**config.mk**
```make
export PLATFORM = sky130hd
export DESIGN_NAME = dispatch_alloc_arbiter
export DESIGN_NICKNAME = d
export VERILOG_FILES = /design/src/rtl/dispatch_pkg.sv /design/src/rtl/rs_slot_picker.sv /design/src/rtl/dispatch_alloc_arbiter.sv
export SDC_FILE = /design/constraint.sdc
export NUM_CORES = 1
export LEC_CHECK = 0
export CAP_MARGIN = 15
export CORE_ASPECT_RATIO = 2
export CORE_MARGIN = 2
export CORE_UTILIZATION = 35
export CTS_CLUSTER_DIAMETER = 80
export DETAILED_ROUTE_END_ITERATION = 8
export SYNTH_ARGS = -nofsm -noshare
export SYNTH_HDL_FRONTEND = slang
export SYNTH_SLANG_ARGS = --single-unit
```
**constraint.sdc**
```tcl
create_clock -name clk -period 8.3 [get_ports clk]
set_input_delay 1.66 -clock clk [delete_from_list [all_inputs] [get_ports clk]]
set_output_delay 1.66 -clock clk [all_outputs]
set_load 0.03 [all_outputs]
```
**src/rtl/dispatch_pkg.sv**
```systemverilog
// Shared types and default sizing for the two-lane dispatch allocator.
package dispatch_pkg;

  localparam int unsigned ROB_DEPTH = 8;
  localparam int unsigned TAG_W     = 3;
  localparam int unsigned RS_DEPTH  = 4;

  typedef enum logic [1:0] {
    OP_ADD    = 2'b00,
    OP_MUL    = 2'b01,
    OP_BRANCH = 2'b10,
    OP_NOP    = 2'b11
  } op_type_t;

  // Encodings kept identical to the legacy arbiter's state register.
  localparam logic [1:0] ST_IDLE  = 2'd0;
  localparam logic [1:0] ST_GRANT = 2'd1;
  localparam logic [1:0] ST_STALL = 2'd2;

  typedef enum logic [1:0] {
    IDLE  = ST_IDLE,
    GRANT = ST_GRANT,
    STALL = ST_STALL
  } arb_state_t;

endpackage

```
**src/rtl/rs_slot_picker.sv**
```systemverilog
// Combinational picker: lowest and second-lowest free entries of a
// reservation-station availability mask.
module rs_slot_picker #(
  parameter int unsigned DEPTH = dispatch_pkg::RS_DEPTH
) (
  input  logic [DEPTH-1:0]         avail,
  output logic [$clog2(DEPTH)-1:0] first_idx,
  output logic                     first_vld,
  output logic [$clog2(DEPTH)-1:0] second_idx,
  output logic                     second_vld
);

  localparam int unsigned IDX_W = $clog2(DEPTH);

  always_comb begin
    first_idx  = '0;
    first_vld  = 1'b0;
    second_idx = '0;
    second_vld = 1'b0;
    for (int unsigned i = 0; i < DEPTH; i++) begin
      if (avail[i]) begin
        if (!first_vld) begin
          first_vld = 1'b1;
          first_idx = IDX_W'(i);
        end else if (!second_vld) begin
          second_vld = 1'b1;
          second_idx = IDX_W'(i);
        end
      end
    end
  end

endmodule

```
**src/rtl/dispatch_alloc_arbiter.sv**
```systemverilog
// Two-lane in-order dispatch allocator: ROB tag and RS entry assignment with
// a registered grant. STALL_CNT_EN builds the stall-cycle performance counter.
module dispatch_alloc_arbiter #(
  parameter int unsigned ROB_DEPTH = dispatch_pkg::ROB_DEPTH,
  parameter int unsigned TAG_W     = dispatch_pkg::TAG_W,
  parameter int unsigned RS_DEPTH  = dispatch_pkg::RS_DEPTH
) (
  input  logic                        clk,
  input  logic                        reset,
  input  logic                        req0_valid,
  input  logic [1:0]                  req0_type,
  input  logic                        req1_valid,
  input  logic [1:0]                  req1_type,
  input  logic [RS_DEPTH-1:0]         add_avail,
  input  logic [RS_DEPTH-1:0]         mul_avail,
  input  logic [1:0]                  commit_cnt,
  input  logic                        flush,
  output logic                        grant0,
  output logic                        grant1,
  output logic [TAG_W-1:0]            tag0,
  output logic [TAG_W-1:0]            tag1,
  output logic [$clog2(RS_DEPTH)-1:0] rs_id0,
  output logic [$clog2(RS_DEPTH)-1:0] rs_id1,
  output logic                        alloc0,
  output logic                        alloc1,
  output logic [TAG_W:0]              rob_count,
  output logic                        stall,
  output logic [15:0]                 perf_stall_cycles
);

  import dispatch_pkg::*;

  localparam int unsigned RS_W  = $clog2(RS_DEPTH);
  localparam int unsigned CNT_W = TAG_W + 1;

  op_type_t t0, t1;
  assign t0 = op_type_t'(req0_type);
  assign t1 = op_type_t'(req1_type);

  logic [RS_W-1:0] add_first_idx, add_second_idx, mul_first_idx, mul_second_idx;
  logic            add_first_vld, add_second_vld, mul_first_vld, mul_second_vld;

  rs_slot_picker #(.DEPTH(RS_DEPTH)) u_add_pick (
    .avail      (add_avail),
    .first_idx  (add_first_idx),
    .first_vld  (add_first_vld),
    .second_idx (add_second_idx),
    .second_vld (add_second_vld)
  );

  rs_slot_picker #(.DEPTH(RS_DEPTH)) u_mul_pick (
    .avail      (mul_avail),
    .first_idx  (mul_first_idx),
    .first_vld  (mul_first_vld),
    .second_idx (mul_second_idx),
    .second_vld (mul_second_vld)
  );

  arb_state_t       state_q, state_d;
  logic             grant0_q, grant0_d, grant1_q, grant1_d;
  logic [TAG_W-1:0] tag0_q, tag0_d, tag1_q, tag1_d;
  logic [RS_W-1:0]  rs_id0_q, rs_id0_d, rs_id1_q, rs_id1_d;
  logic             alloc0_q, alloc0_d, alloc1_q, alloc1_d;
  logic [TAG_W-1:0] head_q, head_d, tail_q, tail_d;
  logic [CNT_W-1:0] rob_count_q, rob_count_d;
  logic             stall_q, stall_d;

  logic [CNT_W-1:0] free_slots;
  logic             need0, need1, res0, res1, ok0, ok1, a0, a1;
  logic [RS_W-1:0]  rs0, rs1;

  // Lane eligibility; a second same-type request takes the picker's second slot.
  always_comb begin
    free_slots = CNT_W'(ROB_DEPTH) - rob_count_q;
    need0      = (t0 != OP_NOP);
    need1      = (t1 != OP_NOP);
    res0       = 1'b1;
    rs0        = '0;
    case (t0)
      OP_ADD:  begin res0 = add_first_vld; rs0 = add_first_idx; end
      OP_MUL:  begin res0 = mul_first_vld; rs0 = mul_first_idx; end
      default: ;
    endcase
    ok0  = req0_valid && res0 && (!need0 || (free_slots != '0));
    res1 = 1'b1;
    rs1  = '0;
    case (t1)
      OP_ADD: begin
        if (ok0 && t0 == OP_ADD) begin res1 = add_second_vld; rs1 = add_second_idx; end
        else                     begin res1 = add_first_vld;  rs1 = add_first_idx;  end
      end
      OP_MUL: begin
        if (ok0 && t0 == OP_MUL) begin res1 = mul_second_vld; rs1 = mul_second_idx; end
        else                     begin res1 = mul_first_vld;  rs1 = mul_first_idx;  end
      end
      default: ;
    endcase
    ok1 = req1_valid && (ok0 || !req0_valid) && res1 &&
          (!need1 || (free_slots > ((ok0 && need0) ? CNT_W'(1) : CNT_W'(0))));
    a0  = ok0 && need0;
    a1  = ok1 && need1;
  end

  always_comb begin
    state_d     = state_q;
    grant0_d    = 1'b0;
    grant1_d    = 1'b0;
    tag0_d      = '0;
    tag1_d      = '0;
    rs_id0_d    = '0;
    rs_id1_d    = '0;
    alloc0_d    = 1'b0;
    alloc1_d    = 1'b0;
    stall_d     = 1'b0;
    head_d      = head_q + TAG_W'(commit_cnt);
    tail_d      = tail_q;
    rob_count_d = rob_count_q - CNT_W'(commit_cnt);
    if (flush) begin
      state_d     = IDLE;
      tail_d      = head_q + TAG_W'(commit_cnt);
      rob_count_d = '0;
    end else if (state_q == GRANT) begin
      state_d = IDLE;
    end else if (ok0 || ok1) begin
      state_d     = GRANT;
      grant0_d    = ok0;
      grant1_d    = ok1;
      alloc0_d    = a0;
      alloc1_d    = a1;
      tag0_d      = a0 ? tail_q : '0;
      tag1_d      = a1 ? (a0 ? tail_q + TAG_W'(1) : tail_q) : '0;
      rs_id0_d    = ok0 ? rs0 : '0;
      rs_id1_d    = ok1 ? rs1 : '0;
      tail_d      = tail_q + TAG_W'(a0) + TAG_W'(a1);
      rob_count_d = rob_count_q + CNT_W'(a0) + CNT_W'(a1) - CNT_W'(commit_cnt);
    end else if (req0_valid || req1_valid) begin
      state_d = STALL;
      stall_d = 1'b1;
    end else begin
      state_d = IDLE;
    end
  end

  always_ff @(posedge clk) begin
    if (reset) begin
      state_q     <= IDLE;
      grant0_q    <= 1'b0;
      grant1_q    <= 1'b0;
      tag0_q      <= '0;
      tag1_q      <= '0;
      rs_id0_q    <= '0;
      rs_id1_q    <= '0;
      alloc0_q    <= 1'b0;
      alloc1_q    <= 1'b0;
      head_q      <= '0;
      tail_q      <= '0;
      rob_count_q <= '0;
      stall_q     <= 1'b0;
    end else begin
      assert (CNT_W'(commit_cnt) <= rob_count_q)
        else $error("commit_cnt %0d exceeds rob_count %0d", commit_cnt, rob_count_q);
      state_q     <= state_d;
      grant0_q    <= grant0_d;
      grant1_q    <= grant1_d;
      tag0_q      <= tag0_d;
      tag1_q      <= tag1_d;
      rs_id0_q    <= rs_id0_d;
      rs_id1_q    <= rs_id1_d;
      alloc0_q    <= alloc0_d;
      alloc1_q    <= alloc1_d;
      head_q      <= head_d;
      tail_q      <= tail_d;
      rob_count_q <= rob_count_d;
      stall_q     <= stall_d;
    end
  end

  assign grant0    = grant0_q;
  assign grant1    = grant1_q;
  assign tag0      = tag0_q;
  assign tag1      = tag1_q;
  assign rs_id0    = rs_id0_q;
  assign rs_id1    = rs_id1_q;
  assign alloc0    = alloc0_q;
  assign alloc1    = alloc1_q;
  assign rob_count = rob_count_q;
  assign stall     = stall_q;

`ifdef STALL_CNT_EN
  logic [15:0] perf_q, perf_d;

  always_comb begin
    perf_d = perf_q;
    if (stall_q && (perf_q != '1)) perf_d = perf_q + 16'd1;
  end

  always_ff @(posedge clk) begin
    if (reset) perf_q <= '0;
    else       perf_q <= perf_d;
  end

  assign perf_stall_cycles = perf_q;
`else
  assign perf_stall_cycles = '0;
`endif

endmodule

```
======== Word-level counts from Yosys, hierarchy flattened ========
Cells that the tools add are included.
storage, ports and cells
  register bits after elaboration ......... 27
  output and inout port bits .............. 35
  word-level logic and storage cells ...... 131
cells by class
  add/sub/neg operators ................... 9
  magnitude comparators ................... 1
  equal/unequal tests ..................... 6
  mux-type cells .......................... 66
  bitwise logic cells ..................... 5
  reductions and logical operators ........ 30
operators by type and width
  kind                                                 number
  2-to-1 mux 2 bit                                     27
  2-to-1 mux 1 bit                                     29
  OR reduction 5 bit                                   4
  2-to-1 mux 3 bit                                     4
  logical AND 1 bit                                    9
  adder 4 x 1 -> 4 bit                                 2
  2-to-1 mux 4 bit                                     2
  one-hot mux 2 bit (2 select lines)                   2
  OR reduction 4 bit                                   2
  subtractor 4 x 2 -> 4 bit                            2
  adder 3 x 1 -> 3 bit                                 2
  equality test 2 x 1 -> 1 bit, second input constant  3
  != test 2 bit, second input constant                 3
  logical OR 1 bit                                     5
  NOT 1 bit                                            5
  > comparator 4 x 1 -> 1 bit                          1
  logical NOT 2 bit                                    2
  one-hot mux 1 bit (2 select lines)                   2
  nonzero test 4 bit                                   1
  subtractor 4 bit, first input constant               1
  adder 3 x 1 -> 3 bit, second input constant          1
  adder 3 x 2 -> 3 bit                                 1
  logical NOT 1 bit                                    3
  OR reduction 3 bit                                   1
  3 further kinds                                      3

======== Logic depth before layout (Yosys ltp) ========
Gate-level depths: netlist (run 1).
  depth in word-level cells ............... 17
  depth in mapped cells ................... 21

======== Hierarchy ========
Synthesis (run 1) repeated with hierarchy kept, for this count alone.
unflattened totals
  cell total of the unflattened synthesis .. 230
  area total of the unflattened synthesis .. 2107.0 um^2
modules (own cells, without submodules)
  module                  instances  cells each  area an instance (um^2)  seq. area each (um^2)
  dispatch_alloc_arbiter  1          188         1739.2                   520.5
  rs_slot_picker          2          21          183.9                    0.0

======== Worst setup path before layout (run 1) ========
OpenSTA, ideal clock, no wires.
  path kind ............................... in2reg
  start point ............................. input add_avail[0]
  end point ............................... register rob_count_q[1] (netlist: rob_count[1])
  library setup time ...................... 0.064 ns
  data arrival time ....................... 5.204 ns
  path slack .............................. 3.032 ns
  cell stages on the path ................. 17
  path buffers ............................ 0
  cells stage by stage .................... inv_1 ha_1 nor3b_1 mux2_2 o21bai_1 nand2_1 nand3_1 inv_1 ha_1 o21ai_0 o31ai_1 a311oi_2 nand3_1 fa_1 fa_1 mux2_2 nor2_1
on the way
  word-level cells in the longest chain between the ends .. 17
  elaborated cells on any way between the ends .. 33
  classes of those cells .................. add/sub: 3; order compare: 1; mux: 17; reduce/logical: 12
RTL lines
  what                                  RTL line                       source
  from (decl)                           dispatch_alloc_arbiter.sv:14   input logic [RS_DEPTH-1:0] add_avail,
  2-to-1 mux 1 bit * (4 in a row)       rs_slot_picker.sv:21           if (avail[i]) begin
  one-hot mux 1 bit (2 select lines) *  dispatch_alloc_arbiter.sv:79   case (t0)
  logical AND 1 bit * (2 in a row)      dispatch_alloc_arbiter.sv:84   ok0 = req0_valid && res0 && (!need0 || (free_slots != '0));
  logical AND 1 bit *                   dispatch_alloc_arbiter.sv:100  a0 = ok0 && need0;
  named net a0                          dispatch_alloc_arbiter.sv:69   logic need0, need1, res0, res1, ok0, ok1, a0, a1;
  2-to-1 mux 1 bit                      dispatch_alloc_arbiter.sv:99   (!need1 || (free_slots > ((ok0 && need0) ? CNT_W'(1) : CNT_W'(0))));
  > comparator 4 x 1 -> 1 bit           dispatch_alloc_arbiter.sv:99
  logical OR 1 bit                      dispatch_alloc_arbiter.sv:99
  logical AND 1 bit                     dispatch_alloc_arbiter.sv:98   ok1 = req1_valid && (ok0 || !req0_valid) && res1 &&
  logical AND 1 bit                     dispatch_alloc_arbiter.sv:101  a1 = ok1 && need1;
  adder 4 x 1 -> 4 bit                  dispatch_alloc_arbiter.sv:135  rob_count_d = rob_count_q + CNT_W'(a0) + CNT_W'(a1) - CNT_W'(commit_cnt);
  subtractor 4 x 2 -> 4 bit             dispatch_alloc_arbiter.sv:135
  2-to-1 mux 4 bit *                    dispatch_alloc_arbiter.sv:124  end else if (ok0 || ok1) begin
  2-to-1 mux 4 bit *                    dispatch_alloc_arbiter.sv:122  end else if (state_q == GRANT) begin
  to (signal assigned)                  dispatch_alloc_arbiter.sv:173  rob_count_q <= rob_count_d;
  to (decl)                             dispatch_alloc_arbiter.sv:65   logic [CNT_W-1:0] rob_count_q, rob_count_d;
Mark *: on every way through the listed nets, which the timed path passes. The rest lies on a longest branch.
A chain may end at the register's enable or synchronous reset.

======== Final worst setup path (run 1) ========
  start point ............................. input add_avail[1]
  end point ............................... register rob_count_q[3] (netlist: rob_count[3])
on the way
  word-level cells in the longest chain between the ends .. 16
  elaborated cells on any way between the ends .. 31
  classes of those cells .................. add/sub: 3; order compare: 1; mux: 15; reduce/logical: 12
RTL lines
  what                                  RTL line
  2-to-1 mux 1 bit * (3 in a row)       rs_slot_picker.sv:21
  one-hot mux 1 bit (2 select lines) *  dispatch_alloc_arbiter.sv:79
  logical AND 1 bit * (2 in a row)      dispatch_alloc_arbiter.sv:84
  logical AND 1 bit *                   dispatch_alloc_arbiter.sv:100
  named net a0                          dispatch_alloc_arbiter.sv:69
  2-to-1 mux 1 bit                      dispatch_alloc_arbiter.sv:99
  > comparator 4 x 1 -> 1 bit           dispatch_alloc_arbiter.sv:99
  logical OR 1 bit                      dispatch_alloc_arbiter.sv:99
  logical AND 1 bit                     dispatch_alloc_arbiter.sv:98
  logical AND 1 bit                     dispatch_alloc_arbiter.sv:101
  adder 4 x 1 -> 4 bit                  dispatch_alloc_arbiter.sv:135
  subtractor 4 x 2 -> 4 bit             dispatch_alloc_arbiter.sv:135
  2-to-1 mux 4 bit *                    dispatch_alloc_arbiter.sv:124
  2-to-1 mux 4 bit *                    dispatch_alloc_arbiter.sv:122
Marks and branches as above.

==> run_results.csv, run 1 <==
group,metric,value,unit
grt,grt_start_max_net_pins,16,
yosys,yosys_warnings,0,
cells_and_area,layout_commonest_cell,"clkdlybuf4s50_1",
routing,drt_iter0_markers,9,
worst_setup_path,crit_path_end_kind,"register",
worst_setup_path,crit_arrival,6.13,ns
routing,dr.pass1.iters,4,
grt,track_usage,13.9,%
clock_network,clock_insertion_delay_worst_skew,0.27,ns
cells_and_area,drive_gt1_share,8.33,%
worst_setup_path,crit_path_start_kind,"primary input",
floorplanning,io_pins,54,
timing,finalWorstSetupSlack,2.37,ns
clock_network,cts_tree,"built",
worst_setup_path,crit_type,"primary input to register",
yosys,synth_top_cell_by_area,"dfxtp_1",
cells_and_area,fin_nets,297,
timing,finClkSkew,0.00309,ns
floorplanning,die-width,57.0,um
clock_network,post_cts_buffers,0,
timing,rsz0062_at_grt,"false",
routing,drc,0,
flow_run,cap_viol_max_count,0,
worst_setup_path,worstPathMaxFanout,8,
clock_network,clk_path_buf_depth,2,
placement,io_buffers,37,
power_and_ir_drop,ir_drop,0.101,mV
cells_and_area,design_area,2370,sq um
routing,routed_wl,4280,um
yosys,netlist_instances,219,
clock_network,hold_buffers,0,
grt,grt-ovfl-total,0,
worst_hold_path,hp-class,"register to register",
grt,grt_antenna_before_repair,0,
routing,num_vias,1587,
grt,grt_use_met2,29.9,%
floorplanning,die_area,6260,sq um
floorplanning,start_util,36.2,%
yosys,synth_edf_count,0,
placement,dp_slack,2.07,ns
status,outcome,"finished, final reports clean",
placement,dp_hpwl,3640,um
timing,slew_viol_final,0,
routing,viasPerCell,5.09,
grt,met3_usage,1.06,%
grt,busiest_layer,"met2",
grt,grt_pass1_vias,1583,
yosys,ys_seq_area_share,26.5,%
yosys,syn_area_per_cell,8.97,sq um
timing,period_share,71.5,%
power_and_ir_drop,total_power,0.000440,W
routing,wl_per_cell,13.7,um
timing,setup_viol,0,
timing,hold_ws,0.517,ns
yosys,syn-cell-area,1960,sq um
timing,min_period,5.93,ns
yosys,ys_ff_latch,26,
clock_network,cts_resized,0,
cells_and_area,final_cell_mix,"37 x clkdlybuf4s50_1, 27 x inv_1, 26 x dfxtp_1",
yosys,synthFlopType,"dfxtp_1",
power_and_ir_drop,power.density,185,nW/um^2
clock_network,numCtsBuffers,3,
clock_network,clock_sinks,26,
cells_and_area,area_growth,20.8,%
yosys,synth_cell_types,57,
clock_network,cts.htree.levels,1,
floorplanning,fp.dieH,110,um
floorplanning,design.core.area,5420,sq um
timing,hold_violations,0,
cells_and_area,antenna_cells,0,
grt,grt_pass1_wl,6900,um
yosys,synthArstFlopShare,0,%
clock_network,clk_root_buffer_cell,"clkbuf_8",
placement,gp_congestion,0.866,
yosys,synth_area_leaders,"dfxtp_1 26%, ha_1 13%, buf_4 6.9%",
worst_setup_path,cp.required,8.50,ns
timing,max_freq,169,MHz
floorplanning,rows,38,
placement,dpl_cell_area,2300,sq um
grt,grt_util_met1,12.8,%
yosys,synth_top_cell_area_share,26.5,%
routing,postRouteAntennaNets,0,
power_and_ir_drop,p_leak,1.02,nW
timing,tns,0,ns
clock_network,clk_pin_slew,0.09,ns
cells_and_area,num-fill-cells,556,
final cells by class:
cell class	instances	area, sq um	area share (%)
Clock buffer	3	41.3	1.74
Clock inverter	1	30.0	1.27
Inverter	27	101	4.27
Multi-Input combinational cell	158	1230	52.0
Sequential cell	26	520	21.9
Tap cell	60	75.1	3.16
Timing Repair Buffer	37	370	15.6
worst max-delay path: stages:
cell and delay (ns):
clkdlybuf4s50_1 0.45, inv_1 0.10, ha_1 0.27, nor3b_1 0.41
mux2_2 0.23, o21bai_1 0.14, nand2_1 0.13, nand3_1 0.26
inv_1 0.08, ha_1 0.27, o21ai_0 0.15, o31ai_1 0.12
a311oi_2 0.32, nand3_1 0.22, fa_1 0.46, inv_1 0.08
a21oi_1 0.10, o21bai_1 0.16, xnor2_1 0.15, nand3_1 0.12
nand3_1 0.09, nor3b_1 0.16
state kept, by name, indices dropped and copies added, names as in the netlist:
signal / count
alloc0: 1
grant1: 1
tail_q: 3
head_q: 3
alloc1: 1
rob_count: 4
rs_id1: 2
grant0: 1
state_q: 2
tag0: 3
rs_id0: 2
tag1: 3
cells by family (layout without fill, tap and decap cells):
family	after synthesis	in the layout	share of synthesized area [%]
xor+xnor	7	7	3.12
fa+ha+maj	25	25	17.8
flops	26	26	26.5
mux	8	8	4.39
buf+inv	50	68	13.5
other cells	1	16	0.191
compound gates	44	44	17.5
simple gates	58	58	16.9
layer usage:
metal | vias up | share of wire [%]
met5 | - | 0
met1 | 754 | 34
met2 | 39 | 61
met3 | 6 | 2.9
met4 | 0 | 2.1
li1 | 788 | -
path summary, 6_finish.rpt:
check / start / depth (start not counted) / slack [ns] / endpoint
hold / removal: tail_q[2] / 1 / 0.52 / tag0[2]
hold reg to reg: tail_q[2] / 1 / 0.52 / tag0[2]
setup / recovery: add_avail[1] / 22 / 2.37 / rob_count[3]
setup reg to reg: rob_count[1] / 21 / 3.87 / rob_count[3]
report_power, final:
part,internal (W),switching (W)
Sequential,0.000137,0.0000102
Clock,0.0000645,0.0000406
Combinational,0.0000782,0.000110
cells in the mapped netlist, types with 4 or more instances:
| cell type | count |
|---|---|
| nor2b_1 | 4 |
| ha_1 | 20 |
| nand2_1 | 11 |
| o21ai_0 | 6 |
| inv_1 | 27 |
| a21oi_1 | 7 |
| nor2_1 | 15 |
| buf_4 | 18 |
| fa_1 | 5 |
| xnor2_1 | 4 |
| and2_1 | 4 |
| nand3_1 | 8 |
| dfxtp_1 | 26 |
metrics by stage:
stage,utilization (%),cells
after floorplan,-,234
after global placement,42.5,308
after detailed placement,42.5,308
after CTS,43.8,312
after global routing,43.8,312
final,43.8,312
Power figures use the tool's default switching activity.
==> run 2, diff against run 1 <==
clock period = 5.75 ns   (was 8.3 ns; I/O delays follow)
==> run_results.csv, run 2 (synthesis results as in run 1) <==
group,metric,value,unit
routing,wl_per_cell,13.5,um
timing,finClkSkew,0.00741,ns
clock_network,numCtsBuffers,3,
floorplanning,io_pins,54,
worst_hold_path,min_path_cells,1,
floorplanning,fp.dieH,110,um
timing,max-slew-margin-rel,64.2,%
worst_hold_path,hp-class,"register to register",
worst_setup_path,worstPathMaxFanout,8,
power_and_ir_drop,ir_drop,0.185,mV
cells_and_area,num-fill-cells,573,
cells_and_area,stdcell_count,314,
cells_and_area,antenna_cells,0,
worst_setup_path,r2r_end,"rob_count[3]",
worst_setup_path,cpMostUsedCell,"nand3_1",
clock_network,hold_buffers,0,
power_and_ir_drop,p_leak,1.03,nW
timing,max_slew.worst_pin.slew,0.523,ns
timing,tns,0,ns
timing,period_share,91.5,%
placement,dpl.cell_count,310,
worst_setup_path,cp.required,5.95,ns
routing,num_vias,1578,
worst_setup_path,rr_worst_depth,21,
worst_setup_path,reg2reg_slack,1.54,ns
worst_setup_path,crit_path_start_kind,"primary input",
cells_and_area,area_growth,21.6,%
grt,grt_antenna_before_repair,0,
cells_and_area,final_cell_mix,"37 x clkdlybuf4s50_1, 27 x inv_1, 26 x dfxtp_1",
cells_and_area,layout_commonest_cell,"clkdlybuf4s50_1",
routing,routed_wl,4240,um
clock_network,clk_root_buffer_cell,"clkbuf_8",
clock_network,cts.htree.levels,1,
worst_setup_path,path_cells,"clkdlybuf4s50_1 > inv_1 > ha_1 > nor3b_1 > mux2_2 > o21bai_1 > nand2_1 > nand3_1 > inv_1 > ha_1 > o21ai_0 > o31ai_1 > a311oi_2 > nand3_1 > fa_1 > inv_1 > a21oi_1 > o21bai_1 > xnor2_1 > nand3_1 > nand3_1 > nor3b_1",
clock_network,clk_path_buf_depth,2,
clock_network,cts_tree,"built",
worst_setup_path,crit_arrival,5.46,ns
grt,grt-ovfl-total,0,
worst_setup_path,timing.critical_path.buf_inv,4,
timing,rsz0062_at_grt,"false",
grt,grt_pass1_vias,1495,
worst_setup_path,crit_slowest_cell,"fa_1",
placement,gp_congestion,0.881,
power_and_ir_drop,total_power,0.000633,W
floorplanning,die_area,6260,sq um
grt,grt_pass1_wl,6730,um
routing,drt_iter0_markers,16,
grt,track_usage,13.7,%
cells_and_area,largest_reg_flops,4,
placement,dp_slack,0.256,ns
worst_setup_path,critPathMaxStageDelay,0.47,ns
routing,dr.pass1.iters,4,
routing,postRouteAntennaNets,0,
cells_and_area,final_core_util,44.1,%
worst_hold_path,hp-start,"tail_q[2]",
timing,finalWorstSetupSlack,0.489,ns
timing,max_freq,190,MHz
floorplanning,die-width,57.0,um
timing,slew_viol_final,0,
timing,min_period,5.26,ns
routing,drc,0,
timing,setup_viol,0,
grt,grt_start_max_net_pins,16,
worst_hold_path,hold_end,"tag0[2]",
placement,dp_hpwl,3610,um
cells_and_area,drive_gt1_share,9.06,%
worst_setup_path,timing.rr.start,"rob_count[1]",
clock_network,clock_sinks,26,
worst_setup_path,crit_path_end_kind,"register",
status,outcome,"finished, final reports clean",
placement,io_buffers,37,
power_and_ir_drop,power.density,265,nW/um^2
floorplanning,rows,38,
cells_and_area,seqCellArea,520,sq um
timing,hold_violations,0,
floorplanning,design.core.area,5420,sq um
routing,viasPerCell,5.03,
clock_network,clock_insertion_delay_worst_skew,0.28,ns
clock_network,clk_pin_slew,0.09,ns
floorplanning,start_util,36.2,%
cells_and_area,fin_nets,299,
flow_run,cap_viol_max_count,0,
worst_setup_path,crit_type,"primary input to register",
clock_network,post_cts_buffers,0,
worst_setup_path,cp_top_family,"simple AND/OR/NAND/NOR gates",
cells_and_area,multiInputGateArea,1230,sq um
clock_network,cts_resized,0,
run 2: cell types whose count changed in the layout (fill, tap and decap cells not counted), sizes merged:
cell | previous run | this run
buf | 0 | 2
run 2: power breakdown:
part	internal (W)	switching [W]
Sequential	0.000197	0.0000142
Clock	0.0000932	0.0000592
Combinational	0.000114	0.000155
run 2: worst max-delay path by stage:
| stage | start | to | slack, ns | cells past startpoint |
|---|---|---|---|---|
| 2_1_floorplan | add_avail[0] | rob_count[1] | 0.99 | 17 |
| 3_3_place_gp | add_avail[0] | rob_count[3] | 0.40 | 22 |
| 3_5_place_dp | add_avail[1] | rob_count[3] | 0.26 | 22 |
| 4_1_cts | add_avail[1] | rob_count[3] | 0.49 | 22 |
| 5_1_grt | add_avail[0] | rob_count[3] | 0.07 | 22 |
| 6_report | add_avail[1] | rob_count[3] | 0.49 | 22 |
run 2: worst register-to-register path, cell delays in order, from the launching register on:
cell and delay [ns]:
dfxtp_1 0.42, inv_1 0.13, ha_1 0.24, nor3b_2 0.21, a41oi_2 0.10, o31ai_1 0.36, nand2_1 0.14, nand3_1 0.13
inv_1 0.06, ha_1 0.26, o21ai_0 0.17, o31ai_1 0.13, a311oi_2 0.33, nand3_1 0.21, fa_1 0.47, inv_1 0.07
a21oi_1 0.07, o21bai_1 0.15, xnor2_1 0.13, nand3_1 0.11, nand3_1 0.09, nor3b_1 0.16
run 2: through the flow:
step	hold slack [ns]	area [sq um]
after detailed placement	0.511	2320
final	0.511	2390
after floorplan	0.483	2020
after CTS	0.520	2390
after global placement	0.507	2320
after global routing	0.537	2390
run 2: layout make-up:
class	count	area share (%)
tap	60	3.14
inverter	27	4.24
clock inverter	1	1.26
timing repair buffer	39	16.1
sequential	26	21.8
multi-input combinational	158	51.7
clock buffer	3	1.73
run 2: routing by layer:
layer	vias up	track usage [%]	part of all wire [%]	wire length (um)
met5	-	0	0	0
met4	0	6.31	3.5	150
met3	11	1.18	2.9	121
met2	44	27.7	59	2510
met1	732	13.4	34	1460
li1	791	-	-	-
